<file path="src/rtl/spi_pkg.sv">
// Shared SPI definitions: FSM state encoding, word width and synchronizer depth.
package spi_pkg;

  localparam int SPI_WORD_W      = 16;
  localparam int SPI_SYNC_STAGES = 3;
  localparam int SPI_CNT_W       = 5;

  localparam logic [SPI_CNT_W-1:0] SPI_FULL_CNT = SPI_CNT_W'(SPI_WORD_W);

  typedef enum logic [1:0] {
    ST_IDLE  = 2'd0,
    ST_ARMED = 2'd1,
    ST_SHIFT = 2'd2,
    ST_OVER  = 2'd3
  } spi_state_e;

endpackage

</file>
<file path="src/rtl/spi_sync.sv">
// N-flop synchronizer; last two stages give one-clk rise/fall strobes.
module spi_sync #(
  parameter int   N       = 3,
  parameter logic RST_VAL = 1'b1
) (
  input  logic clk,
  input  logic rst_n,
  input  logic d_i,
  output logic q_o,
  output logic rise_o,
  output logic fall_o
);

  logic [N-1:0] sr_q;

  always_ff @(posedge clk or negedge rst_n) begin
    if (!rst_n) sr_q <= {N{RST_VAL}};
    else        sr_q <= {sr_q[N-2:0], d_i};
  end

  assign q_o    = sr_q[N-1];
  assign rise_o = sr_q[N-2] & ~sr_q[N-1];
  assign fall_o = ~sr_q[N-2] & sr_q[N-1];

endmodule

</file>
<file path="src/rtl/spi_slv.sv">
// SPI mode-3 style slave: 16-bit frames, MSB first, oversampled on clk.
// Optional frm_err pulse output when SPI_SLV_FRM_ERR_EN is defined.
module spi_slv
  import spi_pkg::*;
(
  input  logic                  clk,
  input  logic                  rst_n,
  input  logic                  SCLK,
  input  logic                  SS_n,
  input  logic                  MOSI,
  output logic                  MISO,
  input  logic [SPI_WORD_W-1:0] tx_data,
  output logic [SPI_WORD_W-1:0] rx_cmd,
  output logic                  cmd_rdy,
  output logic                  busy
`ifdef SPI_SLV_FRM_ERR_EN
  ,
  output logic                  frm_err
`endif
);

  logic sclk_rise, sclk_fall, sclk_lvl_unused;
  logic ss_rise, ss_fall, ss_lvl_unused;
  logic mosi_s, mosi_rise_unused, mosi_fall_unused;

  spi_state_e             state_q, state_d;
  logic [SPI_CNT_W-1:0]   bit_cnt_q, bit_cnt_d;
  logic [SPI_WORD_W-1:0]  rx_shft_q, rx_shft_d;
  logic [SPI_WORD_W-1:0]  tx_shft_q, tx_shft_d;
  logic [SPI_WORD_W-1:0]  rx_cmd_q, rx_cmd_d;
  logic                   cmd_rdy_q, cmd_rdy_d;

  spi_sync #(.N(SPI_SYNC_STAGES), .RST_VAL(1'b1)) u_sclk_sync (
    .clk(clk), .rst_n(rst_n), .d_i(SCLK),
    .q_o(sclk_lvl_unused), .rise_o(sclk_rise), .fall_o(sclk_fall)
  );

  spi_sync #(.N(SPI_SYNC_STAGES), .RST_VAL(1'b1)) u_ss_sync (
    .clk(clk), .rst_n(rst_n), .d_i(SS_n),
    .q_o(ss_lvl_unused), .rise_o(ss_rise), .fall_o(ss_fall)
  );

  // MOSI only needs delay so its last stage lines up with the SCLK rise strobe.
  spi_sync #(.N(SPI_SYNC_STAGES), .RST_VAL(1'b0)) u_mosi_sync (
    .clk(clk), .rst_n(rst_n), .d_i(MOSI),
    .q_o(mosi_s), .rise_o(mosi_rise_unused), .fall_o(mosi_fall_unused)
  );

  always_ff @(posedge clk or negedge rst_n) begin
    if (!rst_n) state_q <= ST_IDLE;
    else        state_q <= state_d;
  end

  always_ff @(posedge clk or negedge rst_n) begin
    if (!rst_n) begin
      bit_cnt_q <= '0;
      rx_shft_q <= '0;
      tx_shft_q <= '0;
      rx_cmd_q  <= '0;
      cmd_rdy_q <= 1'b0;
    end else begin
      bit_cnt_q <= bit_cnt_d;
      rx_shft_q <= rx_shft_d;
      tx_shft_q <= tx_shft_d;
      rx_cmd_q  <= rx_cmd_d;
      cmd_rdy_q <= cmd_rdy_d;
    end
  end

  always_comb begin
    state_d   = state_q;
    bit_cnt_d = bit_cnt_q;
    rx_shft_d = rx_shft_q;
    tx_shft_d = tx_shft_q;
    rx_cmd_d  = rx_cmd_q;
    cmd_rdy_d = 1'b0;
    if (ss_fall) begin
      state_d   = ST_ARMED;
      bit_cnt_d = '0;
      rx_shft_d = '0;
      tx_shft_d = tx_data;
    end else if (ss_rise) begin
      if (bit_cnt_q == SPI_FULL_CNT) begin
        rx_cmd_d  = rx_shft_q;
        cmd_rdy_d = 1'b1;
      end
      state_d = ST_IDLE;
    end else begin
      case (state_q)
        ST_ARMED: begin
          if (sclk_rise) begin
            rx_shft_d = {rx_shft_q[SPI_WORD_W-2:0], mosi_s};
            bit_cnt_d = bit_cnt_q + SPI_CNT_W'(1);
            state_d   = ST_SHIFT;
          end
        end
        ST_SHIFT: begin
          if (sclk_rise) begin
            bit_cnt_d = bit_cnt_q + SPI_CNT_W'(1);
            // An extra rise overruns the word: freeze rx_shft and spoil the count.
            if (bit_cnt_q == SPI_FULL_CNT) state_d = ST_OVER;
            else rx_shft_d = {rx_shft_q[SPI_WORD_W-2:0], mosi_s};
          end else if (sclk_fall && (bit_cnt_q != '0) && (bit_cnt_q < SPI_FULL_CNT)) begin
            tx_shft_d = {tx_shft_q[SPI_WORD_W-2:0], 1'b0};
          end
        end
        default: ;
      endcase
    end
  end

  always_comb begin
    busy = (state_q != ST_IDLE);
    MISO = 1'b0;
    if (state_q != ST_IDLE) MISO = tx_shft_q[SPI_WORD_W-1];
  end

  assign rx_cmd  = rx_cmd_q;
  assign cmd_rdy = cmd_rdy_q;

`ifdef SPI_SLV_FRM_ERR_EN
  logic frm_err_q;

  always_ff @(posedge clk or negedge rst_n) begin
    if (!rst_n) frm_err_q <= 1'b0;
    else        frm_err_q <= (state_q != ST_IDLE) &&
                             (ss_fall || (ss_rise && (bit_cnt_q != SPI_FULL_CNT)));
  end

  assign frm_err = frm_err_q;
`endif

endmodule

</file>
<file path="config.mk">
export PLATFORM = sky130hd
export DESIGN_NAME = spi_slv
export DESIGN_NICKNAME = d
export VERILOG_FILES = /design/src/rtl/spi_pkg.sv /design/src/rtl/spi_sync.sv /design/src/rtl/spi_slv.sv
export SDC_FILE = /design/constraint.sdc
export NUM_CORES = 1
export LEC_CHECK = 0
export ABC_AREA = 1
export CAP_MARGIN = 20
export CORE_MARGIN = 4
export CORE_UTILIZATION = 40
export CTS_CLUSTER_DIAMETER = 120
export DETAILED_ROUTE_END_ITERATION = 6
export PLACE_DENSITY = 0.66
export SLEW_MARGIN = 20
export SYNTH_ARGS = -nofsm -noshare
export SYNTH_HDL_FRONTEND = slang
export SYNTH_SLANG_ARGS = --single-unit
</file>
<file path="constraint.sdc">
create_clock -name clk -period 2 [get_ports clk]
set_input_delay 0.4 -clock clk [delete_from_list [all_inputs] [get_ports clk]]
set_output_delay 0.4 -clock clk [all_outputs]
set_load 0.05 [all_outputs]
</file>
== Word level (Yosys, flattened, before mapping) ==
Index checks and enable logic that the tools add are counted.
Widths: inputs -> output; s select.

* Memories: 0
* Bits in latches: 0
* Logic and storage cells: 72
* Output and inout bits: 19
* Register bits after elaboration: 65
* Memory bits (writable): 0
* Input bits: 21
* Bits in read-only memories: 0

* Multipliers: 0
* Equal/unequal tests: 11
* Div/mod/pow operators: 0
* Order comparisons: 1
* $add $sub $neg: 1
* Bitwise gates (word level): 9
* Multiplexer cells: 25
* Reductions and logical operators: 16
* Shift-type cells: 0

{| class="wikitable"
|+ Operators with widths
! kind !! count
|-
| $mux 16 || 10
|-
| $pmux 16 s2 || 1
|-
| $mux 5 || 4
|-
| $ne 4x4->1 const B || 3
|-
| $mux 2 || 5
|-
| $reduce_bool 2->1 || 5
|-
| $ne 3x3->1 const B || 3
|-
| $reduce_and 4->1 || 2
|-
| $reduce_and 3->1 || 2
|-
| $add 5x1->5 const B || 1
|-
| $eq 5x5->1 const B || 1
|-
| $lt 5x5->1 const B || 1
|-
| $not 1->1 || 5
|-
| $reduce_and 5->1 || 1
|-
| $reduce_bool 5->1 || 1
|-
| $and 1x1->1 || 4
|-
| $mux 1 || 4
|-
| $ne 2x1->1 const B || 2
|-
| $pmux 2 s2 || 1
|-
| $reduce_bool 4->1 || 1
|-
| $reduce_bool 3->1 || 1
|-
| $eq 2x1->1 const B || 1
|-
| $eq 2x2->1 const B || 1
|-
| $logic_and 1x1->1 || 2
|-
| $reduce_or 2->1 || 1
|}

== Logic depth before layout (Yosys ltp) ==
Gate-level depths: netlist (run 1).

* Word-level depth: 9
* Depth in mapped cells: 11
* Depth with buffers taken out: 9

== By module ==
From an unflattened synthesis (run 1), not the netlist that was laid out.

* Cell total of the unflattened synthesis: 377
* Area total of the unflattened synthesis: 3044.2 um^2

{| class="wikitable"
|+ Modules (own cells, without submodules)
! module !! times used !! cells each !! area an instance (um^2) !! seq. area each (um^2)
|-
| spi_slv || 1 || 356 || 2766.4 || 1401.3
|-
| spi_sync (u_sclk_sync ...) || 2 || 7 || 93.8 || 78.8
|-
| spi_sync (u_mosi_sync) || 1 || 7 || 90.1 || 75.1
|}

== Least setup slack after synthesis (run 1) ==
Ideal clock, no wire load.

* Path kind: reg-to-output
* Start: reg state_q[0]
* End: out MISO
* Cell stages (with the launch flop): 4
* Path slack: 0.337 ns
* Arrival time: 1.263 ns
* Cells stage by stage: dfrtp_1 inv_1 ha_1 nor2_1

* Longest elaborated chain between the ends: 2

{| class="wikitable"
|+ RTL lines
! what !! RTL line !! source
|-
| start, declared || spi_slv.sv:26 || <nowiki>spi_state_e state_q, state_d;</nowiki>
|-
| start signal, assigned || spi_slv.sv:51 || <nowiki>else state_q <= state_d;</nowiki>
|-
| $reduce_bool 2->1 || spi_slv.sv:115 || <nowiki>if (state_q != ST_IDLE) MISO = tx_shft_q[SPI_WORD_W-1];</nowiki>
|-
| $mux 1 || spi_slv.sv:115 ||
|-
| end, declared || spi_slv.sv:11 || <nowiki>output logic MISO,</nowiki>
|}

No other way between the ends.

== Worst setup path in the final report (run 1) ==
* Start: reg rx_cmd_q[15] (netlist: rx_cmd[15])
* End: out rx_cmd[15]

{| class="wikitable"
|+ RTL lines
! what !! RTL line !! source
|-
| start, declared || spi_slv.sv:30 || <nowiki>logic [SPI_WORD_W-1:0] rx_cmd_q, rx_cmd_d;</nowiki>
|-
| start signal, assigned || spi_slv.sv:65 || <nowiki>rx_cmd_q <= rx_cmd_d;</nowiki>
|-
| end, declared || spi_slv.sv:13 || <nowiki>output logic [SPI_WORD_W-1:0] rx_cmd,</nowiki>
|}

No word-level cell between the ends.

==> results of run 1 <==
## area by class of cell
type | count | area share, %
Sequential cell | 65 | 43.4
Multi-Input combinational cell | 248 | 31.4
Timing Repair Buffer | 49 | 13.2
Clock buffer | 13 | 4.22
Inverter | 35 | 3.49
Tap cell | 99 | 3.29
Clock inverter | 3 | 1.06
## state kept, by name (all words and copies together), names as in the netlist
name,cells
rx_cmd,16
rx_shft_q,16
u_sclk_sync.sr_q,3
cmd_rdy,1
u_mosi_sync.sr_q,3
state_q,2
bit_cnt_q,5
u_ss_sync.sr_q,3
tx_shft_q,16
## cell families (layout without fill, tap and decap cells)
logic type | after synthesis | after routing | synth area share (%)
simple gates | 217 | 217 | 31.1
xor+xnor | 2 | 2 | 0.576
fa+ha+maj | 8 | 8 | 3.29
flops | 65 | 65 | 53.7
compound gates | 21 | 21 | 3.91
buf+inv | 51 | 100 | 7.44
## worst max path at each step
stage          slack (ns)             to               from
6_report             0.07     rx_cmd[15]         rx_cmd[15]
5_1_grt              0.02   bit_cnt_q[1]  u_ss_sync.sr_q[2]
4_1_cts              0.04     rx_cmd[15]         rx_cmd[15]
3_5_place_dp         0.14  rx_shft_q[11]  u_ss_sync.sr_q[2]
3_3_place_gp         0.18  rx_shft_q[13]  u_ss_sync.sr_q[2]
2_1_floorplan        0.34           MISO         state_q[0]
## repair_timing
action,4_1_cts,5_1_grt
endpoints found under the setup margin,0,5
resized for setup,0,1
endpoints found under the hold margin,0,0
buffers inserted,0,2
## power breakdown
part	switching [mW]	leakage (nW)	total (mW)	internal, mW
combinational	0.774	0.953	1.24	0.467
clock	0.473	0.103	1.11	0.640
sequential	0.169	0.855	1.76	1.60
## through the flow
stage               cells  setup slack, ns  utilization (%)
global placement      494            0.178             48.4
CTS                   510           0.0450             51.1
finish                512           0.0680             51.4
floorplan             364            0.337                -
detailed placement    494            0.136             48.4
global route          512           0.0223             51.4
## cell usage in the layout, fill, tap and decap left out
| cell type | Yosys | final |
|---|---|---|
| clkbuf_8 | 0 | 11 |
| dfrtp_1 | 59 | 59 |
| clkinv_2 | 0 | 2 |
| nor2_4 | 1 | 1 |
| nor2_2 | 2 | 2 |
| o21ai_0 | 13 | 13 |
| nor2_1 | 21 | 21 |
| a21oi_4 | 1 | 1 |
| ha_1 | 8 | 8 |
| dfstp_2 | 6 | 6 |
| clkbuf_1 | 3 | 2 |
| nand3_4 | 1 | 1 |
| buf_2 | 9 | 1 |
| clkdlybuf4s50_1 | 0 | 36 |
| xnor2_1 | 2 | 2 |
| buf_4 | 0 | 8 |
| nand3_1 | 24 | 24 |
| bufinv_16 | 0 | 1 |
| nand3_2 | 2 | 2 |
| nand2_1 | 141 | 141 |
| o31ai_1 | 1 | 1 |
| inv_1 | 33 | 33 |
| buf_6 | 3 | 1 |
| o21ai_1 | 6 | 6 |
| nand4_1 | 21 | 21 |
| buf_12 | 0 | 3 |
| nand2_2 | 4 | 4 |
| inv_2 | 2 | 2 |
## layer usage
metal	routed length, microns	global-route usage, %	share of wire, %
met4	195	9.13	3.1
met2	2890	24.3	47
met3	290	3.39	4.7
met5	0	0	0
met1	2820	20.4	46
==> results.cfg, run 1 <==
[global_routing]
track_usage_pct = 15.7
grt_pass1_vias = 2473
grt_overflow_total = 0
antenna_found_initial = 0
grt_pass1_wl_microns = 11000
grt_max_degree = 66

[floorplan]
die_w_microns = 95.2
die_y_microns = 95.2
ios = 40
dieArea_sq_mm = 0.00907
start_util_pct = 41.5
placeableCoreArea_sq_mm = 0.00733
rows = 31

[final_layout]
n_fill_cell = 666
final_area_sq_mm = 0.00377
nNetsFinal = 437
multi_input_area_sq_mm = 0.00118
seqCellArea_sq_mm = 0.00163
area_growth_pct = 23.8
antennaDiodeCount = 0
drive_above_1_share_pct = 11.1

[routing]
drc_errors = 0
ant_nets = 0
avgViaCountPerCell = 4.87
routed_wl_microns = 6190
drt_iter0_drc = 113
vias = 2493
drtPass1Iterations = 4
avgRoutedWirePerCell_microns = 12.1

[logic_synthesis]
yosysWarningCount = 0
synth_nets = 393
synth-main-ff-cell = dfrtp_1
synth_seq_cells = 65
synth_edf_count = 0
synth.most_common_cell = nand2_1
netlist.top_cell.by_area = dfrtp_1
synth_top_area_share_pct = 48.5
ys_top_cells_by_count = nand2_1 (141), dfrtp_1 (59), inv_1 (33)
syn_area_per_cell_sq_um = 8.36
async_reset_ff_share_pct = 100
synth_area_sq_mm = 0.00304
synth_cell_type_count = 23
ys_seq_area_share_pct = 53.7
synth.area.top_cells = dfrtp_1 (49%), nand2_1 (17%), dfstp_2 (5.2%), nand4_1 (4.3%), inv_1 (4.1%)
synthCells = 364

[place]
placed_area_sq_mm = 0.00355
hpwl_microns = 4060
numPortBuffers = 39
gp_congestion = 0.836

[timing]
final_hold_viol_count = 0
grt_setup_unrepaired = no
drv_slew = 0
fmax_mhz = 518
tightest_slew_ns = 0.502
fin_crit_sh_pct = 96.6
finClkSkew_ns = 0.00446
hold_ws_ns = 0.0566
slew_headroom_pct = 66.5
setup_tns_ns = 0
min_period_ns = 1.93
setup_violations = 0

[setup_path]
r2r-end = tx_shft_q[13]
critPathTopFamily = buffers and inverters
slowest_delay_ns = 0.81
cp_num_buf_inv = 1
crit_type = reg -> out
crit_slowest_cell = clkdlybuf4s50_1
cp.arrival_ns = 1.53
cp.depth = 1
crit_required_ns = 1.60
path_cells = clkdlybuf4s50_1
reg2regPathDepth = 6
r2r_slack_ns = 0.16
cp_max_fo = 2
timing.rr.start = u_ss_sync.sr_q[2]
endpoint_kind = output port
start_kind = register

[clock_network]
clock-sinks = 65
cts_tree = done
ctsHoldBuffers = 0
h-tree-depth = 3
cts_root_buffer = clkbuf_8
clk-insertion-delay-late_ns = 0.34
clockBufferDepth = 2
cts.clk_slew.worst_paths_ns = 0.07
cts_buffers = 9

[flow_run]
max-cap-violations = 0

[pwr]
p_total_mw = 4.12
power_density_mw_per_mm2 = 1090
irDropWorstVdd_v = 0.000492
leakage_nw = 1.91

[run_status]
status = finished clean

[min_path]
hp-class = in -> async
Note: power is estimated with default switching activity, not from simulation.
==> run 2, diff against run 1 <==
Settings changed: PLACE_DENSITY 0.66 to unset.
==> run 2 against run 1 <==
  * Core utilization is 0.32 points higher
  * Global-route usage is 0.86 points lower
  * Maximum frequency is 1.4% higher
  * Non-clock buffer count is 1 higher
  * Flip-flop and latch count stayed put
  * Count of clock-buffer cells in the layout is 1 lower
  * Critical path depth stayed put
  * Hold slack worse by 0.0069 ns
  * Combinational power hardly changed
  * Cell count is 0.20% higher
  * Register-to-register slack better by 0.05 ns
==> results.cfg, run 2 (same netlist as run 1, synthesis figures left out) <==
[timing]
drv_slew = 0
fmax_mhz = 525
grt_setup_unrepaired = yes
tightest_slew_ns = 0.516
setup_tns_ns = 0
slew_headroom_pct = 65.5
final_hold_viol_count = 0
setup_violations = 0
fin_crit_sh_pct = 95.3
hold_ws_ns = 0.0497
min_period_ns = 1.91
finClkSkew_ns = 0.00870
worst_slack_ns = 0.0943

[routing]
routed_wl_microns = 5970
avgViaCountPerCell = 4.61
ant_nets = 0
vias = 2364
drt_iter0_drc = 90
avgRoutedWirePerCell_microns = 11.6
drc_errors = 0
drtPass1Iterations = 4

[setup_path]
worstSetupStartpoint = rx_cmd[15]
cp.arrival_ns = 1.51
critPathTopFamily = buffers and inverters
slowest_delay_ns = 0.82
crit_type = reg -> out
start_kind = register
r2r-end = tx_shft_q[14]
r2r_slack_ns = 0.21
cp_max_fo = 2
path_cells = clkdlybuf4s50_1
cp.depth = 1
cp_num_buf_inv = 1
crit_end = rx_cmd[15]
crit_required_ns = 1.60
endpoint_kind = output port
reg2regPathDepth = 6
crit_slowest_cell = clkdlybuf4s50_1
timing.rr.start = u_ss_sync.sr_q[2]

[place]
pre_cts_ws_ns = 0.143
dp.cells = 494
placed_area_sq_mm = 0.00355
numPortBuffers = 39
gp_congestion = 0.735
hpwl_microns = 3910

[final_layout]
layoutNonFillerInstCount = 513
drive_above_1_share_pct = 11.8
n_fill_cell = 686
mostFrequentLayoutCells = nand2_1 (141), dfrtp_1 (59), clkdlybuf4s50_1 (36), inv_1 (33), nand3_1 (24)
area_growth_pct = 24.6
final_common_cell = nand2_1
antennaDiodeCount = 0
post-route-util_pct = 51.7
final_area_sq_mm = 0.00379
nNetsFinal = 438

[pwr]
irDropWorstVdd_v = 0.000472
p_sw_share_pct = 34.2
p_total_mw = 4.18
pwr-share-seq_pct = 42.1
intPower_mw = 2.75
leakage_nw = 1.92
power_density_mw_per_mm2 = 1100
comb_power_share_pct = 29.8
clockPowerShare_pct = 28.1
net-switching-power_mw = 1.43

[flow_run]
max-cap-violations = 0

[floorplan]
die_w_microns = 95.2
die_y_microns = 95.2
rows = 31
ios = 40
start_util_pct = 41.5
placeableCoreArea_sq_mm = 0.00733
dieArea_sq_mm = 0.00907

[clock_network]
ctsHoldBuffers = 0
clock-sinks = 65
clockBufferDepth = 2
h-tree-depth = 3
cts_buffers = 9
clk-insertion-delay-late_ns = 0.34
cts_tree = done
cts.clk_slew.worst_paths_ns = 0.07
cts_root_buffer = clkbuf_8

[global_routing]
grt_max_degree = 66
grt_pass1_vias = 2205
grt_overflow_total = 0
track_usage_pct = 14.9
grt_pass1_wl_microns = 10400
antenna_found_initial = 0

[run_status]
status = finished clean

[min_path]
hp-class = in -> async
==> run 2: cell types whose count changed in the layout (fill, tap and decap cells not counted), sizes merged <==
cell,before,now
clkbuf,13,12
clkinv,2,1
clkinvlp,0,2
buf,13,14
==> run 2: power by group through the flow <==
stage                     clock [mW]  combinational [mW]  sequential [mW]
after floorplan                    0               0.910             1.74
after global placement             0                1.21             1.78
after detailed placement           0                1.22             1.78
after CTS                       1.22                1.23             1.76
after global routing            1.28                1.44             1.80
final                           1.17                1.24             1.76
==> run 2: worst min-delay path by stage <==
stage / startpoint / to / slack, ns / depth (start not counted)
floorplan: rst_n / bit_cnt_q[0] / 0.10 / 0
global placement: u_mosi_sync.sr_q[0] / u_mosi_sync.sr_q[1] / 0.33 / 0
detailed placement: u_mosi_sync.sr_q[1] / u_mosi_sync.sr_q[2] / 0.34 / 0
CTS: rst_n / tx_shft_q[15] / 0.07 / 2
global route: rst_n / u_mosi_sync.sr_q[0] / 0.1 / 2
finish: rst_n / bit_cnt_q[3] / 0.05 / 2
==> run 2: area by class of cell <==
| class | count | area [sq um] | share of cell area [%] |
|---|---|---|---|
| sequential | 65 | 1630 | 43.1 |
| clock buffer | 12 | 165 | 4.36 |
| clock inverter | 4 | 50.0 | 1.32 |
| tap | 99 | 124 | 3.27 |
| timing repair buffer | 50 | 504 | 13.3 |
| multi-input combinational | 248 | 1180 | 31.2 |
| inverter | 35 | 131 | 3.47 |
==> run 2: routing by layer <==
metal / global-route usage, % / wire (microns) / up-vias / part of all wire [%]
li1: - / - / 1241 / -
met1: 19.9 / 2890 / 1078 / 48
met2: 22.7 / 2730 / 38 / 46
met3: 4.10 / 245 / 7 / 4.1
met4: 6.13 / 109 / 0 / 1.8
met5: 0 / 0 / - / 0
==> run 2: timing repair <==
action	4_1_cts	5_1_grt
setup endpoints to repair	0	15
buffers inserted	0	3
gates resized for setup	0	1
